==> src/rtl/note_synth.sv <==
// Square-wave note generator: accepts (key, octave, duration) commands and drives
// a 50%-duty tone on speaker, auto-stopping after the requested number of ms.
module note_synth #(
   parameter int CLK_HZ = 50_000_000,
   parameter int CNT_W  = 21,
   parameter int DUR_W  = 16
) (
   input  logic             clk,
   input  logic             rst_n,
   input  logic             note_valid,
   output logic             note_ready,
   input  logic [3:0]       note_key,
   input  logic [2:0]       note_oct,
   input  logic [DUR_W-1:0] note_dur,
   input  logic             stop,
   output logic             speaker,
   output logic             playing,
   output logic             done
);

   localparam int MS    = CLK_HZ / 1000;
   localparam int PRE_W = (MS > 1) ? $clog2(MS) : 1;

   // Octave-0 pitches in mHz, C..B.
   localparam longint unsigned FREQ [12] = '{
      64'd16352, 64'd17324, 64'd18354, 64'd19445, 64'd20602, 64'd21827,
      64'd23125, 64'd24500, 64'd25957, 64'd27500, 64'd29135, 64'd30868
   };

   function automatic logic [CNT_W-1:0] base_of(input int k);
      longint unsigned v;
      v = (longint'(CLK_HZ) * 64'd1000) / (64'd2 * FREQ[k]);
      return v[CNT_W-1:0];
   endfunction

   // Rest keys 12..15 get a dummy entry so the 4-bit key indexes the full table.
   localparam logic [CNT_W-1:0] BASE [16] = '{
      base_of(0), base_of(1), base_of(2),  base_of(3),
      base_of(4), base_of(5), base_of(6),  base_of(7),
      base_of(8), base_of(9), base_of(10), base_of(11),
      CNT_W'(1),  CNT_W'(1),  CNT_W'(1),   CNT_W'(1)
   };

   typedef enum logic [1:0] {IDLE, PLAY, REST} state_t;

   state_t           state, state_nxt;
   logic             spk_nxt, done_nxt;
   logic [CNT_W-1:0] cnt, cnt_nxt, half_r, half_nxt, half_sel, shifted;
   logic [PRE_W-1:0] pre, pre_nxt;
   logic [DUR_W-1:0] dur_cnt, dur_nxt;
   logic             wrap, timeout;

   assign shifted  = BASE[note_key] >> note_oct;
   assign half_sel = (shifted == '0) ? CNT_W'(1) : shifted;
   assign wrap     = (pre == PRE_W'(MS - 1));
   // dur_cnt==0 means "hold forever", so it never matches the final-ms test.
   assign timeout  = wrap && (dur_cnt == DUR_W'(1));

   assign note_ready = (state == IDLE);
   assign playing    = (state != IDLE);

   // NOTE: every output of this block gets a default first, so no path can infer a latch.
   always_comb begin
      state_nxt = state;
      spk_nxt   = speaker;
      done_nxt  = 1'b0;
      cnt_nxt   = cnt;
      half_nxt  = half_r;
      pre_nxt   = pre;
      dur_nxt   = dur_cnt;
      unique case (state)
         IDLE: begin
            spk_nxt = 1'b0;
            if (note_valid) begin
               half_nxt = half_sel;
               dur_nxt  = note_dur;
               cnt_nxt  = '0;
               pre_nxt  = '0;
               if (note_key < 4'd12) begin
                  state_nxt = PLAY;
                  spk_nxt   = 1'b1;
               end else begin
                  state_nxt = REST;
               end
            end
         end
         default: begin
            pre_nxt = wrap ? '0 : pre + PRE_W'(1);
            if (wrap && dur_cnt != '0) dur_nxt = dur_cnt - DUR_W'(1);
            if (state == PLAY) begin
               if (cnt == half_r - CNT_W'(1)) begin
                  cnt_nxt = '0;
                  spk_nxt = ~speaker;
               end else begin
                  cnt_nxt = cnt + CNT_W'(1);
               end
            end
            // stop and timeout share one exit, so a coincidence still yields one done.
            if (stop || timeout) begin
               state_nxt = IDLE;
               spk_nxt   = 1'b0;
               done_nxt  = 1'b1;
               cnt_nxt   = '0;
               pre_nxt   = '0;
               dur_nxt   = '0;
            end
         end
      endcase
   end

   // NOTE: sequential state uses non-blocking assignments so all registers update together.
   always_ff @(posedge clk or negedge rst_n) begin
      if (!rst_n) begin
         state   <= IDLE;
         speaker <= 1'b0;
         done    <= 1'b0;
         cnt     <= '0;
         half_r  <= '0;
         pre     <= '0;
         dur_cnt <= '0;
      end else begin
         state   <= state_nxt;
         speaker <= spk_nxt;
         done    <= done_nxt;
         cnt     <= cnt_nxt;
         half_r  <= half_nxt;
         pre     <= pre_nxt;
         dur_cnt <= dur_nxt;
      end
   end

endmodule

==> config.mk <==
export PLATFORM = sky130hd
export DESIGN_NAME = note_synth
export DESIGN_NICKNAME = d
export VERILOG_FILES = /design/src/rtl/note_synth.sv
export SDC_FILE = /design/constraint.sdc
export NUM_CORES = 1
export LEC_CHECK = 0
export BUFFER_PORTS_ARGS = -buffer_cell sky130_fd_sc_hd__buf_4
export CORE_AREA = 2 2 97 146
export DETAILED_ROUTE_END_ITERATION = 6
export DIE_AREA = 0 0 99 148
export MAX_ROUTING_LAYER = met4
export PLACE_DENSITY = 0.68
export SLEW_MARGIN = 20
export SYNTH_ARGS = -nofsm -noshare
export SYNTH_HDL_FRONTEND = slang
export SYNTH_SLANG_ARGS = --single-unit
==> constraint.sdc <==
create_clock -name clk -period 4.3 [get_ports clk]
set_input_delay 0.215 -clock clk [delete_from_list [all_inputs] [get_ports clk]]
set_output_delay 0.215 -clock clk [all_outputs]
set_load 0.1 [all_outputs]
[Word-level counts from Yosys, hierarchy flattened]
Memory sizes are Yosys's and may differ from the RTL's.
Index checks and enable logic that the tools add are counted.
Cells by class
  $add $sub $neg: 4
  $mul: 0
  divide/modulo/power cells: 0
  $lt $le $gt $ge: 2
  eq/ne operators: 5
  shift-type cells: 1
  muxes and demuxes: 28
  bitwise operators: 2
  reduce and logical (&&, ||, !) cells: 16
Operators with widths (number)
  $mux W21: 8
  $mux W16: 8
  $add A21 B1 Y21 const B: 1
  $eq A21 B21 Y1: 1
  $logic_not A21 Y1: 1
  $shr A21 B3 Y21: 1
  $sub A21 B1 Y21 const B: 1
  $add A16 B1 Y16 const B: 1
  $eq A16 B1 Y1 const B: 1
  $eq A16 B16 Y1 const B: 1
  $reduce_bool A16 Y1: 1
  $sub A16 B1 Y16 const B: 1
  $reduce_and A2 Y1: 5
  $reduce_bool A3 Y1: 3
  $mux W1: 8
  $mux W2: 4
  $ge A5 B5 Y1 const B: 1
  $not A4 Y5: 1
  $lt A4 B4 Y1 const B: 1
  $reduce_bool A2 Y1: 2
  $eq A2 B1 Y1 const B: 1
  $logic_and A1 B1 Y1: 2
  $logic_not A2 Y1: 1
  $ne A2 B2 Y1 const B: 1
  2 further kinds: 2
Storage, ports and cells
  flip-flop bits (word level): 78
  bits in latches: 0
  RAM bits: 0
  bits in read-only memories: 336
  output and inout port bits: 4
  logic and storage cells: 66
  memories: 1
Memories
  (name not given): depth 16, width 21, read ports 1, clocked after Yosys merged registers in 0, wr ports 0, line 53  | assign shifted = BASE[note_key] >> note_oct;

[Longest topological paths before layout]
  word-level depth: 7
  gate-level depth with buffers: 12

[Worst setup path before layout]
OpenSTA, ideal clock, no wires.
  path type: register to register
  from: register state[1]
  to: register dur_cnt[13]
  library setup time: 0.134 ns
  arrival time: 2.982 ns
  data required time: 4.166 ns
  slack: 1.185 ns
  stages on the path, launching flop included: 7
  period minus slack after synthesis: 3.115 ns
  cells stage by stage: dfrtp_1 > or2_2 > clkbuf_1 > clkinv_1 > clkbuf_1 > a32oi_1 > o21ai_0
Between the ends
  word-level cells in the longest chain between the ends: 3
RTL lines
  from (decl): line 46  | state_t state, state_nxt;
  from (signal assigned): line 122  | state <= state_nxt;
  $logic_not A2 Y1 *
  net note_ready: line 11  | output logic note_ready,
  $ne A2 B2 Y1 (no source line) or $reduce_bool A3 Y1 (tied branches)
  $reduce_and A2 Y1 (no source line)
  to (signal assigned): line 128  | dur_cnt <= dur_nxt;
  to (decl): line 50  | logic [DUR_W-1:0] dur_cnt, dur_nxt;
The timed path passes the listed nets; every way through them passes the cells marked *.
A chain may end at the register's enable or synchronous reset.

[Final worst setup path]
  from: register dur_cnt[8]
  to: register cnt[9]
Between the ends
  word-level cells in the longest chain between the ends: 5
RTL lines
  $eq A16 B1 Y1 *: line 57  | assign timeout = wrap && (dur_cnt == DUR_W'(1));
  $logic_and A1 B1 Y1 *: line 57
  $logic_or A1 B1 Y1 *: line 99  | if (stop || timeout) begin
  $reduce_bool A3 Y1 (no source line) or $mux W21 (tied branches)
  $reduce_and A2 Y1 (no source line) or $mux W21 (tied branches)
  to (signal assigned): line 125  | cnt <= cnt_nxt;
  to (decl): line 48  | logic [CNT_W-1:0] cnt, cnt_nxt, half_r, half_nxt, half_sel, shifted;
Mark *: on every way between the ends. The rest lies on a longest branch, timed or not.

==> results.txt <==
----------------------------------------------------
[Route]
  DRC violations left ... 0
  Via density ... 6.06
  Routed length per placed instance ... 16.5 um
  Total vias in the final route ... 5403
  DR iter-0 viols ... 205
  First-pass iteration count of the detailed router ... 5
  Remaining number of nets flagged by the antenna check after routing ... 0
  Total Wirelength ... 14700 um

[Die]
  Area of the core region ... 13300 sq um
  X dimension of the die ... 99 um
  Number of placed I/O pins ... 31
  Die span in y ... 148 um
  Die ar. ... 14700 sq um
  Site Rows ... 52
  Initial core utilization ... 44.3%

[Logic synthesis]
  Syn avg cell area ... 8.18 sq um
  Synth Net Count ... 761
  Count of distinct cell types in the synthesized netlist ... 71
  Syn Inst Count ... 722
  Most instantiated flip-flop cell in the synthesis netlist ... sky130_fd_sc_hd__dfrtp_1
  Yosys warning total ... 0
  Register bit total from synthesis ... 78
  Number of flops mapped to enable cells by yosys ... 0
  Register area share after synthesis ... 33.0%
  Synthesized area ... 5910 sq um
  Async set-or-reset flop fraction in the synthesized netlist ... 100%

[Clock network]
  CTS H-Tree Depth ... 3
  Clock slew at the register clock pins of the worst setup and hold paths ... 60 ps
  Total CTS buffers ... 9
  Cell chosen for the clock root ... sky130_fd_sc_hd__clkbuf_16
  CTS tree ... built
  Maximum root-to-sink buffer count ... 2
  Sink count of the clock tree ... 78
  CTS-repair resized insts ... 0
  Clk Latency, worst-skew pair ... 340 ps

[Critical path]
  Delay contributed by the slowest stage of the critical path ... 560 ps
  Critical path fanouts, max ... 22
  CP cell instances ... or3_1, nor3b_1, a41oi_2, a21o_1, nor3_2, nand3_1, xnor2_1, o21a_1
  Critical path startpoint ... dur_cnt[8]
  Launching point of the worst reg2reg path ... dur_cnt[8]
  WP buf/inv ... 0
  Top cell family by delay on the critical path ... simple AND/OR/NAND/NOR gates
  Worst-case register-to-register setup slack ... 1110 ps
  Type of the worst setup path ... flop to flop
  Crit path DAT ... 3420 ps
  Master of the slowest instance on the critical path ... sky130_fd_sc_hd__nor3_2
  Data required time at the worst endpoint ... 4530 ps
  Critical path capture point type ... flop
  Launching element type of the critical path ... flop
  Number of cells on the worst reg-to-reg path ... 8
  Stages on the worst setup path ... 8

[STA]
  Slew headroom ... 50.1%
  Final worst-path cycle share ... 74.1%
  Summed negative setup slack over all endpoints ... 0 ps
  Max frequency ... 314 MHz
  Fin Clk Skew ... 7.11 ps
  RSZ-0062 raised after global routing ... no
  Count of endpoints failing hold in the final timing report ... 0
  Slew of the pin with the lowest slew margin ... 748 ps
  Fin. max-slew vios ... 0
  Final critical-path required period ... 3190 ps
  Final setup violation count ... 0

[Global routing]
  Overall Global Routing Usage ... 21.1%
  Pin count of the biggest net entering global routing ... 79
  Overflow left after global routing ... 0
  Number of antenna violations at the first check in global routing ... 0
  Via count of the first global-routing pass ... 5259
  Wire length of the first global-routing pass ... 24700 um

[Worst hold path]
  Worst hold path class ... input port to flop
  Worst hold start ... note_dur[7]
  Number of cells on the worst hold path ... 3

[Finish]
  Post-route core utilization ... 48.9%
  Inserted Diodes ... 0
  Signed area change from the synthesized netlist to the final layout ... 10.3%
  Most frequent cells in the layout ... 86 x sky130_fd_sc_hd__o21ai_0, 78 x sky130_fd_sc_hd__dfrtp_1, 68 x sky130_fd_sc_hd__nand2_1
  Most frequent standard cell in the layout excluding fill and tap cells ... sky130_fd_sc_hd__o21ai_0
  Fraction of layout instances using a drive strength above 1 ... 11.9%
  Layout net count ... 764
  Fill cell count ... 1259

[Power]
  LEAKAGE ... 2.68 nW
  Power, Total ... 2.66 mW
  Peak ir drop on the vdd network ... 0.181 mV
  Power per cell area ... 408 nW/um^2

[Placement]
  Count of input and output buffers ... 30
  Hpwl dp ... 10900 um
  Final GP Congestion ... 0.950

[Job]
  Number of maximum-capacitance violations ... 0

[Run status]
  Status ... completed

----------------------------------------------------
-- flip-flops by register name (all words and copies together) (netlist names) --
name,count
cnt,21
half_r,21
dur_cnt,16
pre,16
state,2
done,1
speaker,1
-- Yosys cell counts (5+ instances only) --
cell                       count  area [sq um]
sky130_fd_sc_hd__mux2_2       15           169
sky130_fd_sc_hd__clkbuf_1     37           139
sky130_fd_sc_hd__o21ai_0      86           430
sky130_fd_sc_hd__a22oi_1       6          45.0
sky130_fd_sc_hd__o22ai_1       6          37.5
sky130_fd_sc_hd__xnor2_1      30           263
sky130_fd_sc_hd__xor2_1       13           114
sky130_fd_sc_hd__nor3_1       24           120
sky130_fd_sc_hd__o21a_1       17           128
sky130_fd_sc_hd__nor2_1       66           248
sky130_fd_sc_hd__ha_1         12           150
sky130_fd_sc_hd__dfrtp_1      78          1950
sky130_fd_sc_hd__o31ai_1       9          67.6
sky130_fd_sc_hd__nor2b_1      11          68.8
sky130_fd_sc_hd__or3_1         6          37.5
sky130_fd_sc_hd__a21oi_1      41           205
sky130_fd_sc_hd__buf_1         5          18.8
sky130_fd_sc_hd__nand2b_1     14          87.6
sky130_fd_sc_hd__nor4_1        9          56.3
sky130_fd_sc_hd__a22o_1        5          43.8
sky130_fd_sc_hd__nand4_1       7          43.8
sky130_fd_sc_hd__inv_1        18          67.6
sky130_fd_sc_hd__nand3_1      16          80.1
sky130_fd_sc_hd__nand2_1      68           255
sky130_fd_sc_hd__mux2i_1      11           110
sky130_fd_sc_hd__and3_1       17           106
sky130_fd_sc_hd__o211ai_1      7          52.6
sky130_fd_sc_hd__a211oi_1      7          52.6
-- repair_timing --
item | 4_1_cts | 5_1_grt
hold endpoints to repair | 0 | 42
hold buffers | 0 | 1
buffers inserted | 0 | 0
endpoints found under the setup margin | 0 | 0
-- kinds of logic (layout without fill, tap and decap cells) --
kind of cell             count (synthesis)  in the layout  share of synthesized area [%]
AO/OA/AOI/OAI                          223            223                           24.0
adder cells (fa/ha/maj)                 12             12                           2.54
multiplexers                            29             29                           5.86
XOR/XNOR                                43             43                           6.37
AND/OR/NAND/NOR                        272            272                           23.8
flip-flops                              78             78                           33.0
buffers and inverters                   65             73                           4.42
-- where the power goes --
part	leakage, nW	switching (mW)	internal, mW	total [mW]
logic	1.51	0.558	0.349	0.907
registers	1.03	0.154	0.856	1.01
clock network	0.138	0.314	0.426	0.741
-- per-stage QoR --
step / setup WS [ps] / hold WS [ps] / area [sq um] / cells
after floorplan: 1180 / -80.6 / 5910 / 722
after global placement: 1280 / 430 / 6190 / 874
after detailed placement: 1140 / 448 / 6190 / 874
after CTS: 1120 / 78.7 / 6490 / 890
after global routing: 879 / 167 / 6520 / 892
final: 1110 / 162 / 6520 / 892
-- metal layers --
layer,wire length [um],vias up,GRT usage (%)
li1,-,2629,-
met1,5830,2640,22.9
met2,8030,94,37.4
met3,300,40,2.70
met4,588,0,10.5
met5,0,-,-
-- area by class of cell --
| type | count | area, sq um | share of cell area, % |
|---|---|---|---|
| clock buffer | 11 | 253 | 3.88 |
| clock inverter | 5 | 41.3 | 0.634 |
| inverter | 19 | 71.3 | 1.09 |
| multi-input combinational | 579 | 3700 | 56.7 |
| sequential | 78 | 1950 | 30.0 |
| tap | 162 | 203 | 3.11 |
| timing repair buffer | 38 | 300 | 4.61 |
-- worst reg2reg max path: cells and delay by family (launching register included) --
kind             cells  cell delay, ps
AO/OA/AOI/OAI        3             990
flip-flops           1             420
XOR/XNOR             1             150
AND/OR/NAND/NOR      4            1520
-- worst paths after layout --
check                             endpoint
worst max-delay path                cnt[9]
worst min-delay path            dur_cnt[7]
worst max register to register      cnt[9]
worst min register to register    state[0]
max in group asynchronous           cnt[3]
min in group asynchronous           pre[5]
Power figures use the tool's default switching activity.
